### src/rtl/awb_pkg.sv
`default_nettype none
// ============================================================================
// Module   : awb_pkg
// Brief    : Mode encodings and FSM state type for the AWB gain calculator.
// Revision : 1.0
// ============================================================================
package awb_pkg;

  localparam logic [1:0] AWB_GREEN_REF  = 2'd0;
  localparam logic [1:0] AWB_EXT_TARGET = 2'd1;
  localparam logic [1:0] AWB_GRAY_WORLD = 2'd2;

  typedef enum logic [2:0] {
    ST_IDLE  = 3'd0,
    ST_LOAD  = 3'd1,
    ST_DIV   = 3'd2,
    ST_STORE = 3'd3,
    ST_DONE  = 3'd4
  } awb_state_e;

endpackage
`default_nettype wire

### src/rtl/seq_divider.sv
`default_nettype none
// ============================================================================
// Module   : seq_divider
// Brief    : Unsigned restoring divider, one quotient bit per cycle.
// Revision : 1.0
// ============================================================================
module seq_divider #(
  parameter int W = 18
) (
  input  logic         clk,
  input  logic         rst_n,
  input  logic         start,
  input  logic [W-1:0] num,
  input  logic [W-1:0] den,
  output logic         busy,
  output logic         done,
  output logic [W-1:0] quo
);

  localparam int CW = $clog2(W + 1);

  logic [W-1:0]  r_quo;
  logic [W-1:0]  r_rem;
  logic [W-1:0]  r_den;
  logic [CW-1:0] r_cnt;
  logic [W:0]    w_shift;
  logic [W:0]    w_diff;
  logic          w_ge;

  // Dividend bits shift out of the top of r_quo as quotient bits shift in.
  // A zero divisor makes every trial subtraction succeed: quotient all-ones.
  assign w_shift = {r_rem, r_quo[W-1]};
  assign w_ge    = (w_shift >= {1'b0, r_den});
  assign w_diff  = w_shift - {1'b0, r_den};

  assign busy = (r_cnt != '0);
  assign done = (r_cnt == CW'(1));
  assign quo  = r_quo;

  always_ff @(posedge clk or negedge rst_n) begin
    if (!rst_n) begin
      r_quo <= '0;
      r_rem <= '0;
      r_den <= '0;
      r_cnt <= '0;
    end else if (start) begin
      r_quo <= num;
      r_rem <= '0;
      r_den <= den;
      r_cnt <= CW'(W);
    end else if (busy) begin
      r_rem <= w_ge ? w_diff[W-1:0] : w_shift[W-1:0];
      r_quo <= {r_quo[W-2:0], w_ge};
      r_cnt <= r_cnt - CW'(1);
    end
  end

endmodule
`default_nettype wire

### src/rtl/awb_gain_calc.sv
`default_nettype none
// ============================================================================
// Module   : awb_gain_calc
// Brief    : Per-channel AWB gain calculator (green-ref / external / gray-world).
// Revision : 1.0
// ============================================================================
module awb_gain_calc
  import awb_pkg::*;
#(
  parameter int MEAN_W = 8,
  parameter int FRAC_W = 8,
  parameter int GAIN_W = 16
) (
  input  logic              clk,
  input  logic              rst_n,
  input  logic              valid_i,
  output logic              ready_o,
  input  logic [1:0]        mode_i,
  input  logic [MEAN_W-1:0] r_mean_i,
  input  logic [MEAN_W-1:0] g_mean_i,
  input  logic [MEAN_W-1:0] b_mean_i,
  input  logic [MEAN_W-1:0] k_mean_i,
  output logic              valid_o,
  input  logic              ready_i,
  output logic [GAIN_W-1:0] k_r_o,
  output logic [GAIN_W-1:0] k_g_o,
  output logic [GAIN_W-1:0] k_b_o,
  output logic [2:0]        sat_o
);

  localparam int DEN_W = MEAN_W + 2;
  localparam int NUM_W = MEAN_W + 2 + FRAC_W;

  awb_state_e        r_state, w_next;
  logic [1:0]        r_mode;
  logic [MEAN_W-1:0] r_r, r_g, r_b, r_k;
  logic [1:0]        r_ch;
  logic [GAIN_W-1:0] r_stg_r, r_stg_g, r_stg_b;
  logic [2:0]        r_stg_sat;
  logic              r_valid;

  logic [MEAN_W-1:0] w_mean;
  logic [DEN_W-1:0]  w_base, w_den_base;
  logic [NUM_W-1:0]  w_num, w_den, w_quo;
  logic              w_start, w_div_busy, w_div_done;
  logic [GAIN_W-1:0] w_gain, w_clamp;
  logic              w_ovf, w_sat;

  always_comb begin
    w_mean = r_r;
    case (r_ch)
      2'd1:    w_mean = r_g;
      2'd2:    w_mean = r_b;
      default: w_mean = r_r;
    endcase
  end

  // Reserved mode 3 takes the default arm, i.e. green-reference.
  always_comb begin
    w_base     = DEN_W'(r_g);
    w_den_base = DEN_W'(w_mean);
    if (r_mode == AWB_EXT_TARGET) begin
      w_base = DEN_W'(r_k);
    end else if (r_mode == AWB_GRAY_WORLD) begin
      w_base     = DEN_W'(r_r) + DEN_W'(r_g) + DEN_W'(r_b);
      w_den_base = (DEN_W'(w_mean) << 1) + DEN_W'(w_mean);
    end
  end

  assign w_num   = {w_base, {FRAC_W{1'b0}}};
  assign w_den   = NUM_W'(w_den_base);
  assign w_start = (r_state == ST_LOAD);

  seq_divider #(.W(NUM_W)) u_div (
    .clk   (clk),
    .rst_n (rst_n),
    .start (w_start),
    .num   (w_num),
    .den   (w_den),
    .busy  (w_div_busy),
    .done  (w_div_done),
    .quo   (w_quo)
  );

  generate
    if (GAIN_W >= NUM_W) begin : g_zext
      assign w_ovf  = 1'b0;
      assign w_gain = GAIN_W'(w_quo);
    end else begin : g_trunc
      assign w_ovf  = |w_quo[NUM_W-1:GAIN_W];
      assign w_gain = w_quo[GAIN_W-1:0];
    end
  endgenerate

  // A zero mean must saturate even when the all-ones quotient fits GAIN_W.
  assign w_sat   = w_ovf | (w_mean == '0);
  assign w_clamp = w_sat ? {GAIN_W{1'b1}} : w_gain;

  assign ready_o = (r_state == ST_IDLE);
  assign valid_o = r_valid;

  always_comb begin
    w_next = r_state;
    case (r_state)
      ST_IDLE:  if (valid_i) w_next = ST_LOAD;
      ST_LOAD:  w_next = ST_DIV;
      ST_DIV: begin
        if (w_div_done)       w_next = ST_STORE;
        else if (!w_div_busy) w_next = ST_LOAD;
      end
      ST_STORE: w_next = (r_ch == 2'd2) ? ST_DONE : ST_LOAD;
      ST_DONE:  if (r_valid && ready_i) w_next = ST_IDLE;
      default:  w_next = ST_IDLE;
    endcase
  end

  always_ff @(posedge clk or negedge rst_n) begin
    if (!rst_n) r_state <= ST_IDLE;
    else        r_state <= w_next;
  end

  always_ff @(posedge clk or negedge rst_n) begin
    if (!rst_n) begin
      r_mode    <= '0;
      r_r       <= '0;
      r_g       <= '0;
      r_b       <= '0;
      r_k       <= '0;
      r_ch      <= '0;
      r_stg_r   <= '0;
      r_stg_g   <= '0;
      r_stg_b   <= '0;
      r_stg_sat <= '0;
      r_valid   <= 1'b0;
      k_r_o     <= '0;
      k_g_o     <= '0;
      k_b_o     <= '0;
      sat_o     <= '0;
    end else begin
      if (r_state == ST_IDLE && valid_i) begin
        r_mode <= mode_i;
        r_r    <= r_mean_i;
        r_g    <= g_mean_i;
        r_b    <= b_mean_i;
        r_k    <= k_mean_i;
        r_ch   <= '0;
      end
      if (r_state == ST_STORE) begin
        case (r_ch)
          2'd0:    r_stg_r <= w_clamp;
          2'd1:    r_stg_g <= w_clamp;
          default: r_stg_b <= w_clamp;
        endcase
        r_stg_sat[r_ch] <= w_sat;
        r_ch            <= r_ch + 2'd1;
      end
      // All three gains publish together one cycle into DONE.
      if (r_state == ST_DONE && !r_valid) begin
        r_valid <= 1'b1;
        k_r_o   <= r_stg_r;
        k_g_o   <= r_stg_g;
        k_b_o   <= r_stg_b;
        sat_o   <= r_stg_sat;
      end else if (r_valid && ready_i) begin
        r_valid <= 1'b0;
      end
    end
  end

endmodule
`default_nettype wire

### config.mk
export PLATFORM = sky130hd
export DESIGN_NAME = awb_gain_calc
export DESIGN_NICKNAME = d
export VERILOG_FILES = /design/src/rtl/awb_pkg.sv /design/src/rtl/seq_divider.sv /design/src/rtl/awb_gain_calc.sv
export SDC_FILE = /design/constraint.sdc
export NUM_CORES = 1
export LEC_CHECK = 0
export BUFFER_PORTS_ARGS = -buffer_cell sky130_fd_sc_hd__clkbuf_2
export CORE_UTILIZATION = 40
export CTS_CLUSTER_DIAMETER = 200
export DETAILED_ROUTE_END_ITERATION = 8
export HOLD_SLACK_MARGIN = 0.06
export SLEW_MARGIN = 30
export SYNTH_ARGS = -nofsm -noshare
export SYNTH_HDL_FRONTEND = slang
export SYNTH_SLANG_ARGS = --single-unit
### constraint.sdc
create_clock -name clk -period 7.6 [get_ports clk]
set_input_delay 0.76 -clock clk [delete_from_list [all_inputs] [get_ports clk]]
set_output_delay 0.76 -clock clk [all_outputs]
set_load 0.01 [all_outputs]
# Yosys cells after proc, flatten, opt, wreduce, memory -nomap -nowiden
# Index checks and enable logic that the tools add are counted.
[word_totals]
out_inout_bits = 53
regBits = 193
romBits = 0
latchBits = 0
inputBits = 38
ram_bits = 0
wordCells = 87
mem_count = 0
[classes]
n_bitwise = 2
n_mux = 26
n_addsub = 6
div = 0
n_mul = 0
shifts = 0
magnitude_cmp = 3
reduce_logical = 18
n_eq_ne = 12
[op_table]
columns = ["op", "count"]
rows = [
  ["two-way mux 18 bit", 5],
  ["two-way mux 10 bit", 4],
  ["adder 9 x 8 -> 10 bit", 2],
  [">= comparator 19 x 10 -> 1 bit", 1],
  ["subtractor 18 x 10 -> 18 bit", 1],
  ["two-way mux 16 bit", 1],
  ["case mux 8 bit (2 select lines)", 1],
  ["two-way mux 3 bit", 5],
  ["case mux 3 bit (5 select lines)", 1],
  ["two-way mux 5 bit", 2],
  ["adder 8 x 8 -> 9 bit", 1],
  ["zero test 8 bit", 1],
  ["equality test 3 x 2 -> 1 bit (second input constant)", 2],
  ["AND reduction 2 bit", 3],
  ["nonzero test 2 bit", 3],
  ["equality test 5 x 1 -> 1 bit (second input constant)", 1],
  ["nonzero test 5 bit", 1],
  ["subtractor 5 x 1 -> 5 bit (second input constant)", 1],
  ["equality test 2 x 1 -> 1 bit (second input constant)", 2],
  ["equality test 2 bit (second input constant)", 2],
  ["logical AND 1 bit", 4],
  ["two-way mux 2 bit", 2],
  ["inequality test 2 bit (second input constant)", 2],
  ["OR reduction 2 bit", 2],
  ["15 further kinds", 17],
]

# Longest topological paths before layout
# Gate-level depths: netlist of the first run.
[depth]
word_depth = 5
depth_mapped = 16
depth_no_buf = 15

# Modules after synthesis
# From an unflattened synthesis of the first run, not the netlist that was laid out.
[hier_totals]
hier_cells = 1020
area_unflattened_um2 = 10455.0
[by_module_without_submodules]
columns = ["mod", "area_each_um2", "cells_per_inst", "n_inst", "seq_area_each_um2"]
rows = [
  ["awb_gain_calc", 6646.4, 583, 1, 3553.4],
  ["seq_divider", 3808.7, 437, 1, 1476.4],
]

# Worst setup path after synthesis of the first run
# No wires, ideal clock.
[synth_path]
kind = "register to register"
from = "register r_ch[0]"
to = "register u_div.r_den[7]"
stages_incl_launch_ff = 16
arrival_ps = 2838
path_slack_ps = 4630
setup_time_ps = 132
path_cell_list = "dfrtp_1 inv_1 ha_1 clkbuf_1 buf_2 a21o_1 clkbuf_1 xnor2_1 ha_1 a211oi_1 o21ai_0 a21oi_1 o21ai_0 xor2_1 a211oi_1 a21oi_1"
[synth_via]
elab_chain_cells = 5
word_cells_on_any_way = 6
[synth_lines]
columns = ["item", "line", "rtl"]
rows = [
  ["from (decl)", "awb_gain_calc.sv:37", "logic [1:0] r_ch;"],
  ["from (signal assigned)", "awb_gain_calc.sv:155", "r_ch <= r_ch + 2'd1;"],
  ["equality test 2 bit / equality test 2 x 1 -> 1 bit (equally long branches)", "awb_gain_calc.sv:51", "case (r_ch)"],
  ["case mux 8 bit (2 select lines) (*)", "awb_gain_calc.sv:51", ""],
  ["adder 9 x 8 -> 10 bit", "awb_gain_calc.sv:66", "w_den_base = (DEN_W'(w_mean) << 1) + DEN_W'(w_mean);"],
  ["two-way mux 10 bit", "awb_gain_calc.sv:64", "end else if (r_mode == AWB_GRAY_WORLD) begin"],
  ["two-way mux 10 bit (*)", "awb_gain_calc.sv:62", "if (r_mode == AWB_EXT_TARGET) begin"],
  ["to (signal assigned)", "seq_divider.sv:49", "r_den <= den;"],
  ["to (decl)", "seq_divider.sv:24", "logic [W-1:0] r_den;"],
]
# Every way passes the cells marked *; elsewhere a longest branch is shown, timed or not.
# A chain may end at the register's enable or synchronous reset.

# Worst setup path after layout of the first run
# Ends and elaborated chain as after synthesis.

==> impl_metrics.json, run 1 <==
{
  "report.final.setup_viol": 0,
  "worst_slew_margin_rel": 0.400,
  "postLayoutSetupSlackWorst_ns": 4.36,
  "hold_path.class": "in2async",
  "status": "completed",
  "combined_buffer_and_inverter_count_along_the_critical_path": 1,
  "number_of_standard_cells_after_synthesis": 898,
  "route.detailed.wl_per_inst_um": 15.3,
  "post_cts_resize_count": 0,
  "synth.area.mux_share": 0.112,
  "cts-buffers-inserted": 17,
  "ant_nets": 0,
  "hpwlAfterDp_mm": 13.5,
  "top_level_ports": 91,
  "post_cts_buffers": 0,
  "cts_hold_repair.buffers": 0,
  "num-fill-cells": 2174,
  "num_rows": 55,
  "route.detailed.vias_per_inst": 5.16,
  "post_synthesis_share_of_cell_area_spent_on_xor_and_xnor_gates": 0.0261,
  "power-per-cell-area_mw_per_mm2": 525,
  "worst_skew_pair_later_pin_latency_ns": 0.44,
  "post_synth_fa_ha_maj_area_fraction": 0.0612,
  "finalCritPeriodShare": 0.426,
  "dieHeight_um": 155,
  "floorplan.initialDensity": 0.412,
  "cap_violations": 0,
  "port_buffers": 90,
  "synth_simple_gate_area_share": 0.112,
  "synth-seq-area-share": 0.514,
  "tritoncts": "built",
  "maximum_single_stage_delay_on_the_critical_path_ns": 0.62,
  "timing.critical_path.arrival_ns": 3.55,
  "design.die.area_mm2": 0.0241,
  "synth_cell_types": 56,
  "cts.root.buffer_cell": "sky130_fd_sc_hd__clkbuf_16",
  "multi_input_comb_area_mm2": 0.00424,
  "power.static_leakage_nw": 4.90,
  "core_area_mm2": 0.0228,
  "finalSetupTns_ns": 0,
  "dp_worst_setup_slack_ns": 4.40,
  "n_antenna_cell": 0,
  "vias_in_the_first_global_route": 6485,
  "maximum_number_of_pins_on_one_net_before_global_route_repair": 98,
  "total_wirelength_of_the_detailed_routed_design_mm": 19.7,
  "final_max_slew_viol_count": 0,
  "grt_antenna_before_repair": 0,
  "vdd_ir_drop_max_v": 0.000237,
  "critical-path-top-cell-by-count": "sky130_fd_sc_hd__ha_1",
  "slowest_stage": "sky130_fd_sc_hd__ha_1",
  "worst_path_dominant_cell_family": "compound AO/OA/AOI/OAI gates",
  "syn_area_mm2": 0.00940,
  "fin_crit_ns": 3.24,
  "main_flop_type_after_synthesis": "sky130_fd_sc_hd__dfrtp_1",
  "first_pass_iters": 4,
  "dr_drc_count": 0,
  "mappedNetlistNets": 976,
  "grt_setup_unrepaired": "false",
  "area_growth_pct": 14.5,
  "async_reset_ff_frac": 1.00,
  "critical_path.endpoint_type": "flop",
  "clock-skew-final_ns": 0.0134,
  "max_freq_mhz": 309,
  "synth_compound_gate_area_share": 0.137,
  "setup.worst_path.class": "reg2reg",
  "globalRouteTotalUtil": 0.173,
  "sequential_cell_area_mm2": 0.00483,
  "worst-endpoint-required_ns": 7.91,
  "average_size_of_a_mapped_cell_um2": 10.5,
  "layout.nets": 1040,
  "max-clock-path-buffers": 2,
  "synth-seq-cells": 193,
  "first_iter_violations": 339,
  "finalHoldViolCount": 0,
  "slew_at_the_pin_with_the_worst_max_slew_slack_ns": 0.889,
  "grt_pass1_wl_mm": 33.5,
  "worstPathCellList": "inv_1 -> ha_1 -> nor2b_1 -> a21o_1 -> ha_1 -> ha_1 -> a211oi_1 -> o21ai_0 -> a21oi_1 -> o21ai_0 -> xor2_1 -> a211oi_1 -> a21oi_1",
  "combinational_family_with_the_most_area_after_synthesis": "compound AO/OA/AOI/OAI gates",
  "count_of_flip_flops_with_a_built_in_enable_after_synthesis": 0,
  "proportion_of_layout_cells_with_a_drive_suffix_above_1": 0.237,
  "dr_total_vias": 6640,
  "htreeDepth": 4,
  "grt-ovfl-total": 0,
  "cp-start-kind": "flop",
  "ys_warn_count": 0,
  "fp.dieW_um": 155,
  "globalplace.congestion": 0.846,
  "worstPathMaxFanout": 19,
  "tritoncts_num_sinks": 193,
  "clk_transition_reported_paths_ns": 0.08
}
worst paths after layout:
path	cells past startpoint	startpoint	endpoint	slack, ns
min in group clk	2	u_div.r_den[3]$_DFFE_PN0P_	u_div.r_den[3]$_DFFE_PN0P_	0.48
max	13	r_ch[0]$_DFFE_PN0P_	u_div.r_den[7]$_DFFE_PN0P_	4.36
min reg2reg	2	u_div.r_den[3]$_DFFE_PN0P_	u_div.r_den[3]$_DFFE_PN0P_	0.48
max in group asynchronous	3	rst_n	u_div.quo[5]$_DFFE_PN0P_	5.52
min	1	rst_n	sat_o[1]$_DFFE_PN0P_	0.36
max reg2reg	13	r_ch[0]$_DFFE_PN0P_	u_div.r_den[7]$_DFFE_PN0P_	4.36
cells in the mapped netlist, types with 3 or more instances:
library cell	n	area [um2]
sky130_fd_sc_hd__a21oi_1	84	420
sky130_fd_sc_hd__mux2_2	85	957
sky130_fd_sc_hd__fa_1	10	200
sky130_fd_sc_hd__nand4_1	3	18.8
sky130_fd_sc_hd__xor2_1	10	87.6
sky130_fd_sc_hd__a31oi_1	11	68.8
sky130_fd_sc_hd__xnor2_1	18	158
sky130_fd_sc_hd__buf_1	7	26.3
sky130_fd_sc_hd__mux2i_1	10	100
sky130_fd_sc_hd__nor4_1	5	31.3
sky130_fd_sc_hd__clkbuf_1	41	154
sky130_fd_sc_hd__nand2_1	86	323
sky130_fd_sc_hd__nor3b_1	3	22.5
sky130_fd_sc_hd__nor3_1	11	55.1
sky130_fd_sc_hd__o21ai_0	49	245
sky130_fd_sc_hd__a22oi_1	10	75.1
sky130_fd_sc_hd__dfrtp_1	193	4830
sky130_fd_sc_hd__nor2_1	94	353
sky130_fd_sc_hd__a21o_1	11	82.6
sky130_fd_sc_hd__buf_2	6	30.0
sky130_fd_sc_hd__nand2b_1	3	18.8
sky130_fd_sc_hd__or3_1	4	25.0
sky130_fd_sc_hd__inv_1	33	124
sky130_fd_sc_hd__a211oi_1	20	150
sky130_fd_sc_hd__o21a_1	3	22.5
sky130_fd_sc_hd__o211ai_1	5	37.5
sky130_fd_sc_hd__nor2b_1	13	81.3
sky130_fd_sc_hd__ha_1	30	375
sky130_fd_sc_hd__and2_1	5	31.3
stage by stage:
stage | hold slack [ns] | cells | power, mW | utilization | cell area, um2
6_report | 0.364 | 1288 | 5.65 | 0.471 | 10800
5_1_grt | 0.443 | 1288 | 6.17 | 0.471 | 10800
4_1_cts | 0.425 | 1288 | 5.70 | 0.471 | 10800
3_5_place_dp | 0.469 | 1256 | 4.73 | 0.443 | 10100
3_3_place_gp | 0.464 | 1256 | 4.68 | 0.443 | 10100
2_1_floorplan | 0.444 | 898 | 4.00 | - | 9400
cells in the final DEF (no fill, tap or decap), types with 3 or more instances in the layout:
master,count
sky130_fd_sc_hd__inv_12,3
sky130_fd_sc_hd__nand2b_1,3
sky130_fd_sc_hd__ha_1,30
sky130_fd_sc_hd__mux2_2,85
sky130_fd_sc_hd__and2_1,5
sky130_fd_sc_hd__nor3_1,11
sky130_fd_sc_hd__or3_1,3
sky130_fd_sc_hd__clkinv_8,6
sky130_fd_sc_hd__o211ai_1,5
sky130_fd_sc_hd__buf_4,10
sky130_fd_sc_hd__a21oi_1,84
sky130_fd_sc_hd__nor4_1,5
sky130_fd_sc_hd__xor2_1,10
sky130_fd_sc_hd__o21ai_0,49
sky130_fd_sc_hd__mux2i_1,10
sky130_fd_sc_hd__inv_1,33
sky130_fd_sc_hd__nand2_1,86
sky130_fd_sc_hd__nor2_1,92
sky130_fd_sc_hd__inv_6,3
sky130_fd_sc_hd__clkbuf_16,17
sky130_fd_sc_hd__a22oi_1,10
sky130_fd_sc_hd__xnor2_1,18
sky130_fd_sc_hd__o21a_1,3
sky130_fd_sc_hd__dfrtp_1,193
sky130_fd_sc_hd__a31oi_1,11
sky130_fd_sc_hd__nor2b_1,13
sky130_fd_sc_hd__nand4_1,3
sky130_fd_sc_hd__a21o_1,11
sky130_fd_sc_hd__a211oi_1,20
sky130_fd_sc_hd__fa_1,10
sky130_fd_sc_hd__clkbuf_2,89
sequential cells by signal, indices dropped and copies added (netlist names), 8 cells and up:
name and count:
k_r_o 16, r_g 8, r_stg_r 16, u_div.r_rem 18, r_r 8, u_div.quo 18
r_stg_b 16, r_stg_g 16, k_g_o 16, u_div.r_den 10, k_b_o 16, r_b 8
r_k 8
area by class of cell:
cell class,instances,share of cell area
Clock buffer,17,0.0395
Sequential cell,193,0.449
Timing Repair Buffer,100,0.0496
Tap cell,313,0.0364
Multi-Input combinational cell,616,0.394
Inverter,34,0.0119
Clock inverter,15,0.0200
power breakdown:
group          total [mW]  internal [mW]  switching [mW]
clock               0.945          0.463           0.482
sequential           1.88           1.50           0.380
combinational        2.82           1.27            1.55
layer usage:
metal | vias up | wire, um | global-route usage | share of wire
li1 | 3253 | - | - | -
met1 | 3252 | 9970 | 0.252 | 0.51
met2 | 124 | 8890 | 0.264 | 0.45
met3 | 11 | 662 | 0.0326 | 0.034
met4 | 0 | 135 | 0.0425 | 0.0069
met5 | - | 0 | 0 | 0
worst reg2reg max path, delay by kind of cell (launching register included):
kind                     cells  cell delay (ns)
buffers and inverters        1             0.08
AO/OA/AOI/OAI                7             1.26
XOR/XNOR                     1             0.17
flip-flops                   1             0.38
AND/OR/NAND/NOR              1             0.12
adder cells (fa/ha/maj)      3             1.10
cells by family (layout without fill, tap and decap cells):
group,count (synthesis),count (layout)
multiplexers,95,95
AO/OA/AOI/OAI,214,214
adder cells (fa/ha/maj),40,40
AND/OR/NAND/NOR,239,239
buffers and inverters,89,166
XOR/XNOR,28,28
flip-flops,193,193
Note: power is estimated with default switching activity, not from simulation.
==> inputs of run 2 (changes only) <==
==> constraint.sdc (replaced) <==
create_clock -name clk -period 3.35 [get_ports clk]
set_input_delay 0.335 -clock clk [delete_from_list [all_inputs] [get_ports clk]]
set_output_delay 0.335 -clock clk [all_outputs]
set_load 0.01 [all_outputs]
==> run 2 against run 1 <==
  * Combinational power rose by 130%
  * Die area unchanged
  * Sequential cell count unchanged
==> impl_metrics.json, run 2 (same netlist as run 1, synthesis figures left out) <==
{
  "report.final.setup_viol": 0,
  "slowest_stage": "sky130_fd_sc_hd__dfrtp_1",
  "power-per-cell-area_mw_per_mm2": 1190,
  "cts.root.buffer_cell": "sky130_fd_sc_hd__clkbuf_16",
  "grt_antenna_before_repair": 0,
  "final_cell_area_mm2": 0.0109,
  "vdd_ir_drop_max_v": 0.000623,
  "finalSetupTns_ns": 0,
  "power.static_leakage_nw": 4.96,
  "hold_ws_ns": 0.0808,
  "finalHoldViolCount": 0,
  "first_iter_violations": 358,
  "hold_path.class": "in2reg",
  "final_common_cell": "sky130_fd_sc_hd__dfrtp_1",
  "dr_total_vias": 6791,
  "dr_drc_count": 0,
  "clk_transition_reported_paths_ns": 0.08,
  "vias_in_the_first_global_route": 6770,
  "final_max_slew_viol_count": 0,
  "grt_pass1_wl_mm": 35.1,
  "num_rows": 55,
  "top_level_ports": 91,
  "cap_violations": 0,
  "layout.nets": 1052,
  "worst_slew_margin_rel": 0.407,
  "setup.worst_path.class": "reg2reg",
  "proportion_of_layout_cells_with_a_drive_suffix_above_1": 0.246,
  "globalRouteTotalUtil": 0.182,
  "max-clock-path-buffers": 2,
  "globalplace.congestion": 0.793,
  "max_freq_mhz": 324,
  "worst_skew_pair_later_pin_latency_ns": 0.45,
  "grt-ovfl-total": 0,
  "route.detailed.vias_per_inst": 5.22,
  "timing.critical_path.from": "r_ch[1]$_DFFE_PN0P_",
  "status": "completed",
  "maximum_single_stage_delay_on_the_critical_path_ns": 0.36,
  "tritoncts": "built",
  "core_area_mm2": 0.0228,
  "combined_buffer_and_inverter_count_along_the_critical_path": 1,
  "n_antenna_cell": 0,
  "area_growth_pct": 15.6,
  "critical_path.endpoint_type": "flop",
  "clock-skew-final_ns": 0.0159,
  "worstRegToRegCells": 13,
  "slew_at_the_pin_with_the_worst_max_slew_slack_ns": 0.889,
  "worst-endpoint-required_ns": 3.65,
  "timing.critical_path.arrival_ns": 3.38,
  "fin_crit_ns": 3.09,
  "route.detailed.wl_per_inst_um": 15.7,
  "place_area_mm2": 0.0102,
  "commonest_cells_after_routing_fill_and_taps_aside": "sky130_fd_sc_hd__dfrtp_1 (193), sky130_fd_sc_hd__nor2_1 (92), sky130_fd_sc_hd__clkbuf_2 (89)",
  "port_buffers": 90,
  "hold_depth": 2,
  "cts-buffers-inserted": 17,
  "first_pass_iters": 5,
  "fp.dieW_um": 155,
  "hold_start": "ready_i",
  "cp-start-kind": "flop",
  "finalCritPeriodShare": 0.921,
  "levels_on_crit_path": 13,
  "worstPathMaxFanout": 10,
  "grt_setup_unrepaired": "false",
  "total_wirelength_of_the_detailed_routed_design_mm": 20.5,
  "crit-reg2reg-launch": "r_ch[1]$_DFFE_PN0P_",
  "design.die.area_mm2": 0.0241,
  "tritoncts_num_sinks": 193,
  "worst_path_dominant_cell_family": "compound AO/OA/AOI/OAI gates",
  "dieHeight_um": 155,
  "worstPathCellList": "inv_1 -> ha_1 -> a22o_1 -> a21o_1 -> ha_1 -> ha_1 -> a211oi_1 -> o21ai_0 -> a21oi_1 -> o21ai_0 -> xor2_1 -> a211oi_1 -> a21oi_1",
  "maximum_number_of_pins_on_one_net_before_global_route_repair": 75,
  "critical-path-top-cell-by-count": "sky130_fd_sc_hd__ha_1",
  "hpwlAfterDp_mm": 14.1,
  "ant_nets": 0,
  "floorplan.initialDensity": 0.412,
  "htreeDepth": 4
}
-- run 2: cell count changes in the layout (fill, tap and decap cells not counted), sizes merged --
cell and change:
dlygate4sd3 +1, buf +11, inv +1, clkinv -1
-- run 2: path summary, 6_finish.rpt --
check / slack [ns] / endpoint
setup / recovery: 0.26 / u_div.r_den[7]$_DFFE_PN0P_
min in group asynchronous: 0.47 / k_b_o[12]$_DFFE_PN0P_
hold / removal: 0.08 / valid_o$_DFFE_PN0P_
hold reg to reg: 0.48 / r_stg_b[3]$_DFFE_PN0P_
max in group asynchronous: 2.02 / r_stg_g[4]$_DFFE_PN0P_
setup reg to reg: 0.26 / u_div.r_den[7]$_DFFE_PN0P_
-- run 2: worst register-to-register path: cells and delay by family, from the launching register on --
| kind | cells | cell delay, ns |
|---|---|---|
| compound gates | 8 | 1.57 |
| xor+xnor | 1 | 0.17 |
| fa+ha+maj | 3 | 0.81 |
| buf+inv | 1 | 0.07 |
| flops | 1 | 0.36 |
-- run 2: through the flow --
| stage | setup WS, ns | cells | power (mW) | utilization |
|---|---|---|---|---|
| floorplan | 0.380 | 898 | 9.08 | - |
| global placement | 0.325 | 1267 | 10.8 | 0.447 |
| detailed placement | 0.275 | 1267 | 10.9 | 0.447 |
| CTS | 0.244 | 1300 | 13.1 | 0.476 |
| global route | 0.0138 | 1300 | 14.2 | 0.476 |
| finish | 0.263 | 1300 | 13.0 | 0.476 |
-- run 2: timing repair --
action | CTS | global route
hold buffers | 1 | 0
hold endpoints to repair | 71 | 0
buffers inserted | 0 | 0
setup endpoints to repair | 0 | 1
gates resized for setup | 0 | 2
-- run 2: per-layer routing --
metal,global-route usage,routed length (um),part of all wire,vias up
li1,-,-,-,3269
met1,0.255,10000,0.49,3349
met3,0.0357,854,0.042,16
met4,0.0439,250,0.012,0
met2,0.289,9350,0.46,157
met5,0,0,0,-
-- run 2: cell type report --
cell class,count,area [um2]
sequential,193,4830
clock buffer,17,425
multi-input combinational,616,4250
timing repair buffer,112,639
clock inverter,15,211
tap,313,392
inverter,34,128
fill,2172,12000
-- run 2: where the power goes --
part	internal (mW)	leakage, nW	total (mW)	switching [mW]
combinational	2.98	2.33	6.59	3.61
sequential	3.41	2.32	4.24	0.827
clock	1.05	0.306	2.16	1.11
total	7.44	4.96	13.0	5.55
